### config.mk
export PLATFORM = sky130hd
export DESIGN_NAME = shift_sequencer
export DESIGN_NICKNAME = d
export VERILOG_FILES = /design/src/rtl/shift_sequencer.sv
export SDC_FILE = /design/constraint.sdc
export NUM_CORES = 1
export LEC_CHECK = 0
export BUFFER_PORTS_ARGS = -buffer_cell sky130_fd_sc_hd__buf_4
export CORE_UTILIZATION = 45
export DETAILED_ROUTE_END_ITERATION = 7
export PLACE_DENSITY = 0.89
export SETUP_SLACK_MARGIN = 0.05
export SYNTH_ARGS = -nofsm -noshare
export SYNTH_HDL_FRONTEND = slang
export SYNTH_SLANG_ARGS = --single-unit
### constraint.sdc
create_clock -name clk -period 4.85 [get_ports clk]
set_clock_uncertainty 0.1 [all_clocks]
set_input_delay 0.97 -clock clk [delete_from_list [all_inputs] [get_ports clk]]
set_output_delay 0.97 -clock clk [all_outputs]
set_load 0.02 [all_outputs]
### src/rtl/shift_sequencer.sv
// Multi-cycle controller that sequences an external 8-bit shifter (shift by 1/2, rotate by 1)
// to perform arbitrary-amount shifts and rotates behind a command/result handshake.
module shift_sequencer #(
    parameter int WIDTH = 8,
    parameter int AMT_W = 3
) (
    input  logic             clk,
    input  logic             rst,
    input  logic             cmd_valid,
    output logic             cmd_ready,
    input  logic [1:0]       cmd_kind,
    input  logic [AMT_W-1:0] cmd_amt,
    input  logic [WIDTH-1:0] cmd_data,
    output logic             res_valid,
    input  logic             res_ready,
    output logic [WIDTH-1:0] res_data,
    output logic             busy,
    output logic [WIDTH-1:0] sh_d_in,
    output logic [2:0]       sh_op,
    output logic             sh_capture,
    input  logic [WIDTH-1:0] sh_d_out
);

    localparam logic [1:0] KIND_SLL = 2'b00;
    localparam logic [1:0] KIND_SRL = 2'b01;
    localparam logic [1:0] KIND_ROL = 2'b10;

    localparam logic [2:0] OP_SLL1 = 3'b000;
    localparam logic [2:0] OP_SRL1 = 3'b001;
    localparam logic [2:0] OP_SLL2 = 3'b010;
    localparam logic [2:0] OP_SRL2 = 3'b011;
    localparam logic [2:0] OP_ROL1 = 3'b100;
    localparam logic [2:0] OP_ROR1 = 3'b101;
    localparam logic [2:0] OP_HOLD = 3'b110;

    typedef enum logic [1:0] {IDLE, RUN, DONE} state_t;

    state_t           state;
    state_t           state_next;
    logic [WIDTH-1:0] data_r;
    logic [1:0]       kind_r;
    logic [AMT_W-1:0] rem_r;
    logic             first_r;

    logic             accept;
    logic [AMT_W-1:0] step;
    logic [2:0]       run_op;
    logic [WIDTH-1:0] operand;

    assign accept = cmd_valid && (state == IDLE);

    // The first step loads the latched operand; later steps chain the shifter's own output.
    assign operand = first_r ? data_r : sh_d_out;

    always_comb begin
        step   = AMT_W'(1);
        run_op = OP_ROR1;
        case (kind_r)
            KIND_SLL: begin
                if (rem_r >= AMT_W'(2)) begin
                    run_op = OP_SLL2;
                    step   = AMT_W'(2);
                end else begin
                    run_op = OP_SLL1;
                end
            end
            KIND_SRL: begin
                if (rem_r >= AMT_W'(2)) begin
                    run_op = OP_SRL2;
                    step   = AMT_W'(2);
                end else begin
                    run_op = OP_SRL1;
                end
            end
            KIND_ROL: run_op = OP_ROL1;
            default:  run_op = OP_ROR1;
        endcase
    end

    always_ff @(posedge clk) begin
        if (rst) begin
            state   <= IDLE;
            data_r  <= '0;
            kind_r  <= '0;
            rem_r   <= '0;
            first_r <= 1'b0;
        end else begin
            state <= state_next;
            case (state)
                IDLE: begin
                    if (accept) begin
                        kind_r  <= cmd_kind;
                        rem_r   <= cmd_amt;
                        data_r  <= cmd_data;
                        first_r <= 1'b1;
                    end
                end
                RUN: begin
                    rem_r   <= rem_r - step;
                    first_r <= 1'b0;
                end
                default: ;
            endcase
        end
    end

    always_comb begin
        state_next = state;
        case (state)
            IDLE: begin
                if (accept) begin
                    state_next = (cmd_amt != '0) ? RUN : DONE;
                end
            end
            RUN: begin
                if (rem_r == step) begin
                    state_next = DONE;
                end
            end
            DONE: begin
                if (res_ready) begin
                    state_next = IDLE;
                end
            end
            default: state_next = IDLE;
        endcase
    end

    always_comb begin
        cmd_ready  = (state == IDLE);
        res_valid  = (state == DONE);
        busy       = (state != IDLE);
        sh_capture = 1'b1;
        sh_op      = OP_HOLD;
        sh_d_in    = operand;
        res_data   = operand;
        if (state == RUN) begin
            sh_capture = 1'b0;
            sh_op      = run_op;
        end
    end

endmodule
==> metrics.yaml, run 1 <==
yosys:
  netlist_instances: 107
  synth_top_area_cell: "dfxtp_1"
  syn_area_um2: 887
  syn_nets: 135
  postSynthAreaPerCell_um2: 8.29
  synth_top_area_share_pct: 36.1
  ys_ff_latch: 16
  synth_top_flop_cell: "dfxtp_1"
  synth_edf_count: 0
  ys_top_cells_by_area: "dfxtp_1 36%, mux2_2 10%, nand2_1 8.9%"
  synth_async_sr_flop_share_pct: 0
  synth-seq-area-share_pct: 36.1
  yosysWarnings: 0
  yosysMostFrequentCell: "nand2_1"
  ys_types: 30
  synth_top_cells_by_count: "21 x nand2_1, 16 x dfxtp_1, 15 x a21oi_1"
cts:
  clockBufferDepth: 2
  numClockSinks: 16
  htreeDepth: 1
  cts_resized: 0
  cts_buffers: 3
  cts_setup_buffers: 0
  clock_latency_ns: 0.28
  cts_root_buf: "clkbuf_4"
  clk_pin_slew_ns: 0.09
  ctsHoldBuffers: 0
  cts_tree: "yes"
setup_path:
  end_kind: "output pin"
  critical_path.top_delay_family: "multiplexers"
  reg2reg_depth: 6
  critPathMaxFanout: 2
  max_stage_delay_ns: 0.27
  worst_setup_path_start_kind: "input port"
  path_buf_inv: 2
  cp-startpoint: "sh_d_out[2]"
  slowest_stage: "mux2_2"
  path_cells: "buf_4 -> mux2_2 -> buf_4"
  cpMostUsedCell: "buf_4"
  critPathKind: "in -> out"
  crit_arrival_ns: 1.50
  cp.depth: 3
  worstPathRequired_ns: 3.78
  timing.rr.start: "rem_r[1]$_SDFFE_PP0P_"
  rrSetupSlack_ns: 2.93
  r2r-end: "rem_r[1]$_SDFFE_PP0P_"
timing:
  maxSlewViolCount: 0
  fin_setup_tns_ns: 0
  relSlewSlack_pct: 39.4
  setup_viol: 0
  tightest_slew_ns: 0.905
  min_period_over_period_pct: 53.0
  rsz0062_at_grt: "no"
  timing.fmax_mhz: 389
  setup_slack_ns: 2.28
  hold_violations: 0
  fin_crit_ns: 2.57
global_routing:
  antenna_found_initial: 0
  grt_pass1_vias: 869
  gr-total-overflow: 0
  track_usage_pct: 23.0
  grt_max_degree: 18
  grt_pass1_wl_um: 3500
flow_run:
  maxCapViolCount: 0
pwr:
  p_per_area_nw_per_um2: 404
  p_int_uw: 297
  p_switching_uw: 192
  clockPowerShare_pct: 13.8
  seq_power_share_pct: 35.7
  power_leakage_uw: 0.000557
  combPwrFrac_pct: 50.5
  switching_share_pct: 39.2
  peakVddDrop_mv: 0.232
routing:
  dr.pass1.iters: 6
  via_count: 880
  wl_per_cell_um: 13.5
  drc: 0
  wirelength_um: 2280
  drtIter0Drc: 16
  drt-vias-per-instance: 5.21
  antenna_left: 0
floorplan:
  core_area_um2: 1780
  die_h_um: 46.4
  start_util_pct: 49.8
  dieArea_um2: 2150
  rows: 15
  dieWidth_um: 46.4
  io_pins: 48
cells_and_area:
  n_fill_cell: 151
  nets: 174
  seq_area_um2: 320
  multiInputGateArea_um2: 467
  layout.cells.non_filler: 169
  antenna_cells: 0
  area_delta_synth_final_pct: 36.7
  drive_gt1_share_pct: 42.4
  design_area_um2: 1210
place:
  dp_hpwl_um: 1700
  place_congestion: 0.825
  io_buffers: 47
  place.detailed.instances: 166
  pre_cts_slack_ns: 2.27
  place_area_um2: 1190
hold_path:
  min_path_cells: 2
  hold_end: "data_r[3]$_SDFFE_PP0P_"
  hold_path_class: "reg -> reg"
  hp-start: "data_r[3]$_SDFFE_PP0P_"
status:
  outcome: "complete, no violations"
-- worst min-delay path, delay by kind of cell (launching register included) --
kind / cells / cell delay (ns)
AOI/OAI and AO/OA: 1 / 0.05
DFF: 1 / 0.32
and+or+nand+nor: 1 / 0.05
-- routing by layer --
layer	wire length, µm	track usage, %	vias to the layer above	share of wire [%]
met3	138	4.31	8	6.1
met2	1260	45.6	41	55
li1	-	-	427	-
met5	0	0	-	0
met1	824	21.7	404	36
met4	54	11.2	0	2.4
-- sequential cells by signal, summed over array words and instances, names as in the netlist --
name	cells
state	2
rem_r	3
first_r	1
data_r	8
kind_r	2
-- cell type report --
type                       count  share of cell area [%]
clock buffer                   3                    1.86
timing repair buffer          47                    29.1
inverter                       5                    1.55
sequential                    16                    26.4
tap                           25                    2.58
multi-input combinational     73                    38.5
-- cell families after synthesis --
kind of cell / share of synthesized area [%]
simple gates: 23.3
buf+inv: 11.3
compound gates: 14.1
fa+ha+maj: 5.08
mux: 10.2
flops: 36.1
-- stage by stage --
stage,utilization [%],hold slack [ns],total power [µW]
after floorplan,-,0.332,343
after global placement,66.7,0.338,411
after detailed placement,66.7,0.347,422
after CTS,68.0,0.360,491
after global routing,68.0,0.393,523
final,68.0,0.360,489
-- worst max-delay path by stage --
stage	to	slack (ns)
CTS	res_data[7]	2.27
finish	sh_d_in[2]	2.28
detailed placement	res_data[7]	2.27
floorplan	sh_d_in[0]	2.33
global placement	res_data[4]	2.29
global route	res_data[7]	2.26
-- power by group through the flow --
stage	logic [µW]	clock network [µW]	registers, µW
after floorplan	177	0	167
after detailed placement	245	0	177
after CTS	247	69.6	174
final	247	67.5	175
after global routing	270	75.8	178
after global placement	236	0	174
-- cell usage in the layout, fill, tap and decap left out, drive strengths merged, types with 2 or more instances in the layout --
cell / n
a2bb2oi: 3
mux2: 8
nand2: 21
or2: 2
nand3: 3
ha: 2
nand2b: 2
buf: 47
a21oi: 15
dfxtp: 16
inv: 5
nor2b: 2
nor2: 3
clkbuf: 3
No activity file was read; power rests on OpenSTA's default activity.
==> inputs of run 2 (changes only) <==
Settings changed: CORE_UTILIZATION 45 to 39, PLACE_DENSITY 0.89 to 0.83.
Clock period 4.85 ns to 2.2 ns, I/O delays scaled along.
==> metrics.yaml, run 2 (synthesized netlist as in run 1, its figures left out) <==
cts:
  numClockSinks: 16  # unchanged
  cts_setup_buffers: 0  # unchanged
  clk_pin_slew_ns: 0.09  # about the same
  cts_resized: 0  # unchanged
  cts_root_buf: "clkbuf_4"
  cts_buffers: 3  # unchanged
  clock_latency_ns: 0.28  # about the same
  ctsHoldBuffers: 0  # unchanged
  clockBufferDepth: 2  # unchanged
  htreeDepth: 1  # unchanged
  cts_tree: "yes"
floorplan:
  start_util_pct: 43.4  # -6.3 points
  die_h_um: 49.7  # +7.1%
  core_area_um2: 2040  # +15%
  dieWidth_um: 49.7  # +7.1%
  io_pins: 48  # unchanged
  rows: 16  # +1
  dieArea_um2: 2470  # +15%
setup_path:
  critPathKind: "reg -> out"
  crit_arrival_ns: 1.40  # -0.10 ns
  critical_path.top_delay_family: "flip-flops"
  worstPathRequired_ns: 1.66  # -2.12 ns
  slowest_stage: "dfxtp_1"
  critPathMaxFanout: 9  # +7
  end_kind: "output pin"
  path_buf_inv: 1  # -1
  max_stage_delay_ns: 0.56  # +0.29 ns
  worst_setup_path_start_kind: "flop"
  path_cells: "mux2_2 -> buf_4"
global_routing:
  grt_pass1_vias: 809  # -6.9%
  track_usage_pct: 18.2  # -4.8 points
  antenna_found_initial: 0  # unchanged
  gr-total-overflow: 0  # unchanged
  grt_pass1_wl_um: 3350  # -4.1%
  grt_max_degree: 18  # unchanged
timing:
  hold_violations: 0  # unchanged
  relSlewSlack_pct: 71.1  # +32 points
  setup_viol: 0  # unchanged
  fin_crit_ns: 1.94
  rsz0062_at_grt: "no"
  timing.fmax_mhz: 516
  fin_setup_tns_ns: 0  # unchanged
  maxSlewViolCount: 0  # unchanged
  setup_slack_ns: 0.264  # -2.01 ns
  min_period_over_period_pct: 88.0
  tightest_slew_ns: 0.434  # -0.471 ns
place:
  pre_cts_slack_ns: 0.303  # -1.97 ns
  place_area_um2: 1200  # +0.84%
  dp_hpwl_um: 1630  # -4.0%
  place_congestion: 0.916  # +11%
  io_buffers: 47  # unchanged
cells_and_area:
  reg_top3: "data_r (8), rem_r (3)"
  design_area_um2: 1220  # +0.83%
  largest_register_ffs: 8  # unchanged
  drive_gt1_share_pct: 42.8  # +0.40 points
  layout_commonest_cell: "buf_4"
  final_cell_mix: "48 x buf_4, 21 x nand2_1, 16 x dfxtp_1, 15 x a21oi_1, 8 x mux2_2"
  antenna_cells: 0  # unchanged
  top_register: "data_r"
  area_delta_synth_final_pct: 37.8
  nets: 175  # +0.57%
  n_fill_cell: 194  # +28%
routing:
  wirelength_um: 2090  # -8.5%
  antenna_left: 0  # unchanged
  via_count: 856  # -2.7%
  drtIter0Drc: 11  # -5
  drc: 0  # unchanged
  drt-vias-per-instance: 4.98  # -4.4%
  wl_per_cell_um: 12.1  # -10%
  dr.pass1.iters: 4  # -2
flow_run:
  maxCapViolCount: 0  # unchanged
hold_path:
  hold_path_class: "in -> reg"
pwr:
  p_per_area_nw_per_um2: 879  # +120%
  power_leakage_uw: 0.000562  # +0.90%
  peakVddDrop_mv: 0.475  # +110%
status:
  outcome: "complete, no violations"
==> run 2: cell types whose count changed in the layout (fill, tap and decap cells not counted), sizes merged <==
cell	change
buf	+1
==> run 2: worst paths after layout <==
kind / to / start / depth (start not counted) / slack, ns
worst max-delay path: sh_d_in[2] / first_r$_SDFFE_PP0P_ / 2 / 0.26
worst min register to register: kind_r[0]$_SDFFE_PP0P_ / kind_r[0]$_SDFFE_PP0P_ / 2 / 0.35
worst max register to register: rem_r[2]$_SDFFE_PP0P_ / rem_r[1]$_SDFFE_PP0P_ / 7 / 0.28
worst min-delay path: kind_r[1]$_SDFFE_PP0P_ / cmd_kind[1] / 3 / 0.30
==> run 2: power breakdown <==
part | internal, µW | switching (µW)
clock | 63.6 | 85.1
combinational | 262 | 283
sequential | 335 | 45.7
==> run 2: through the flow <==
stage,hold slack (ns),std cells,power (µW),util [%]
global route,0.303,172,1150,59.9
finish,0.299,172,1070,59.9
global placement,0.339,169,908,58.8
floorplan,0.332,107,756,-
CTS,0.294,172,1080,59.9
detailed placement,0.344,169,937,58.8
==> run 2: worst min-delay path, delay by kind of cell <==
kind,cells,cell delay [ns]
simple gates,1,0.04
compound gates,1,0.05
buf+inv,1,0.11
==> run 2: cell type report <==
type	instances	area (µm²)	share of cell area, %
inverter	5	18.8	1.54
tap	27	33.8	2.76
timing repair buffer	48	360	29.5
multi-input combinational	73	467	38.2
clock buffer	3	22.5	1.84
sequential	16	320	26.2
==> run 2: layer usage <==
layer  vias up  GRT usage (%)  wire length (µm)
met5         -              0                 0
met4         0           9.05                27
met3         4           7.10               129
met2        24           29.7              1090
met1       396           20.5               836
li1        432              -                 -
==> inputs of run 3 (changes only) <==
Settings changed: CELL_PAD_IN_SITES_DETAIL_PLACEMENT set to 0, CELL_PAD_IN_SITES_GLOBAL_PLACEMENT set to 1, CORE_UTILIZATION 39 to 28, CTS_BUF_LIST set to sky130_fd_sc_hd__clkbuf_8, PLACE_DENSITY 0.83 to 0.85.
==> metrics.yaml, run 3 (synthesized netlist as in run 1, its figures left out) <==
setup_path:
  critPathMaxFanout: 9  # unchanged
  cp-startpoint: "first_r$_SDFFE_PP0P_"
  path_buf_inv: 1  # unchanged
  rrSetupSlack_ns: 0.34  # +0.06 ns
  worstPathRequired_ns: 1.66  # about the same
  end_kind: "output pin"
  critPathKind: "reg -> out"
  timing.rr.start: "rem_r[1]$_SDFFE_PP0P_"
  worst_setup_path_start_kind: "flop"
  path_cells: "mux2_2 -> buf_4"
  critical_path.top_delay_family: "flip-flops"
  r2r-end: "rem_r[2]$_SDFFE_PP0P_"
  max_stage_delay_ns: 0.59  # +0.03 ns
  slowest_stage: "dfxtp_1"
  endpoint: "sh_d_in[5]"
  cp.depth: 2  # unchanged
  reg2reg_depth: 7  # unchanged
  crit_arrival_ns: 1.40  # about the same
cells_and_area:
  area_delta_synth_final_pct: 43.0
  n_fill_cell: 307  # +58%
  top_register: "data_r"
  antenna_cells: 0  # unchanged
  drive_gt1_share_pct: 42.8  # unchanged
  layout.cells.non_filler: 189  # +9.9%
  reg_top3: "data_r (8), rem_r (3)"
  largest_register_ffs: 8  # unchanged
  nets: 174  # -0.57%
  seq_area_um2: 320  # unchanged
  multiInputGateArea_um2: 467  # unchanged
  layout_commonest_cell: "buf_4"
  final_cell_mix: "47 x buf_4, 21 x nand2_1, 16 x dfxtp_1, 15 x a21oi_1, 8 x mux2_2"
cts:
  ctsHoldBuffers: 0  # unchanged
  htreeDepth: 1  # unchanged
  cts_setup_buffers: 0  # unchanged
  clock_latency_ns: 0.25  # -0.03 ns
  clk_pin_slew_ns: 0.06  # -0.03 ns
  clockBufferDepth: 2  # unchanged
  cts_root_buf: "clkbuf_8"
  cts_tree: "yes"
  cts_buffers: 3  # unchanged
  cts_resized: 0  # unchanged
  numClockSinks: 16  # unchanged
floorplan:
  die_h_um: 58.3  # +17%
  io_pins: 48  # unchanged
  dieWidth_um: 58.3  # +17%
  rows: 20  # +4
  start_util_pct: 29.3  # -14 points
  core_area_um2: 3030  # +48%
  dieArea_um2: 3400  # +38%
pwr:
  power_leakage_uw: 0.000572  # +1.8%
  p_per_area_nw_per_um2: 922  # +4.9%
  peakVddDrop_mv: 0.400  # -16%
  power_uw: 1170  # +8.9%
routing:
  via_count: 849  # -0.82%
  drtIter0Drc: 29  # +18
  drt-vias-per-instance: 4.49  # -9.7%
  drc: 0  # unchanged
  wl_per_cell_um: 11.6  # -4.0%
  antenna_left: 0  # unchanged
  wirelength_um: 2200  # +5.5%
  dr.pass1.iters: 4  # unchanged
timing:
  setup_viol: 0  # unchanged
  min_period_over_period_pct: 88.3  # +0.32 points
  fin_crit_ns: 1.94  # +0.00709 ns
  timing.fmax_mhz: 515  # -0.36%
  rsz0062_at_grt: "no"
  tightest_slew_ns: 0.919  # +0.485 ns
  maxSlewViolCount: 0  # unchanged
  relSlewSlack_pct: 38.5  # -33 points
  hold_violations: 0  # unchanged
  fin_setup_tns_ns: 0  # unchanged
global_routing:
  top_usage_layer: "met2"
  grt_max_degree: 18  # unchanged
  met2_usage_pct: 25.8  # -3.9 points
  track_usage_pct: 14.3  # -3.9 points
  antenna_found_initial: 0  # unchanged
  grt_pass1_vias: 802  # -0.87%
  gr-total-overflow: 0  # unchanged
  grt_pass1_wl_um: 3620  # +8.0%
  grtUsageMet1_pct: 16.7  # -3.8 points
  gr-usage-met3_pct: 3.57  # -3.5 points
place:
  place_congestion: 0.706  # -23%
  place.detailed.instances: 185  # +9.5%
  io_buffers: 47  # unchanged
  dp_hpwl_um: 1660  # +2.1%
hold_path:
  hold_path_class: "in -> reg"
status:
  outcome: "complete, no violations"
flow_run:
  maxCapViolCount: 0  # unchanged
[run 3: changes by cell type in the layout (fill, tap and decap cells not counted)]
cell      previous run  this run
clkbuf_8             0         4
clkbuf_4             3         0
buf_4               48        47
[run 3: through the flow]
stage               hold slack [ns]  utilization [%]  instance area, µm²  worst slack [ns]
floorplan                     0.332                -                 887             0.406
global placement              0.338             40.1                1210             0.378
detailed placement            0.346             40.1                1210             0.346
CTS                           0.331             41.9                1270             0.205
global route                  0.341             41.9                1270             0.171
finish                        0.338             41.9                1270             0.257
[run 3: worst register-to-register path, delay by kind of cell (launching register included)]
family                   cells  cell delay, ns
adder cells (fa/ha/maj)      2            0.56
AO/OA/AOI/OAI                2            0.24
flip-flops                   1            0.38
AND/OR/NAND/NOR              3            0.48
[run 3: routing by layer]
metal / part of all wire (%) / wire (µm)
met1: 42 / 924
met2: 52 / 1140
met3: 5.1 / 112
met4: 1.3 / 28
met5: 0 / 0
[run 3: worst min path at each step]
stage / from / endpoint / slack (ns) / cells past startpoint
after floorplan: kind_r[0]$_SDFFE_PP0P_ / kind_r[0]$_SDFFE_PP0P_ / 0.33 / 2
after global placement: kind_r[0]$_SDFFE_PP0P_ / kind_r[0]$_SDFFE_PP0P_ / 0.34 / 2
after detailed placement: kind_r[0]$_SDFFE_PP0P_ / kind_r[0]$_SDFFE_PP0P_ / 0.35 / 2
after CTS: cmd_data[6] / data_r[6]$_SDFFE_PP0P_ / 0.33 / 3
after global routing: cmd_data[4] / data_r[4]$_SDFFE_PP0P_ / 0.34 / 3
final: cmd_data[3] / data_r[3]$_SDFFE_PP0P_ / 0.34 / 3
[run 3: final cells by class]
cell class                      count  area share, %
Sequential cell                    16           25.2
Inverter                            5           1.48
Multi-Input combinational cell     73           36.8
Clock buffer                        4           4.34
Timing Repair Buffer               47           27.8
Tap cell                           44           4.34
[run 3: power breakdown]
group,internal [µW],leakage (µW),total (µW),switching [µW]
sequential,336,0.000132,382,46.1
clock,159,0.0000288,258,99.6
combinational,253,0.000412,530,277
total,747,0.000572,1170,422
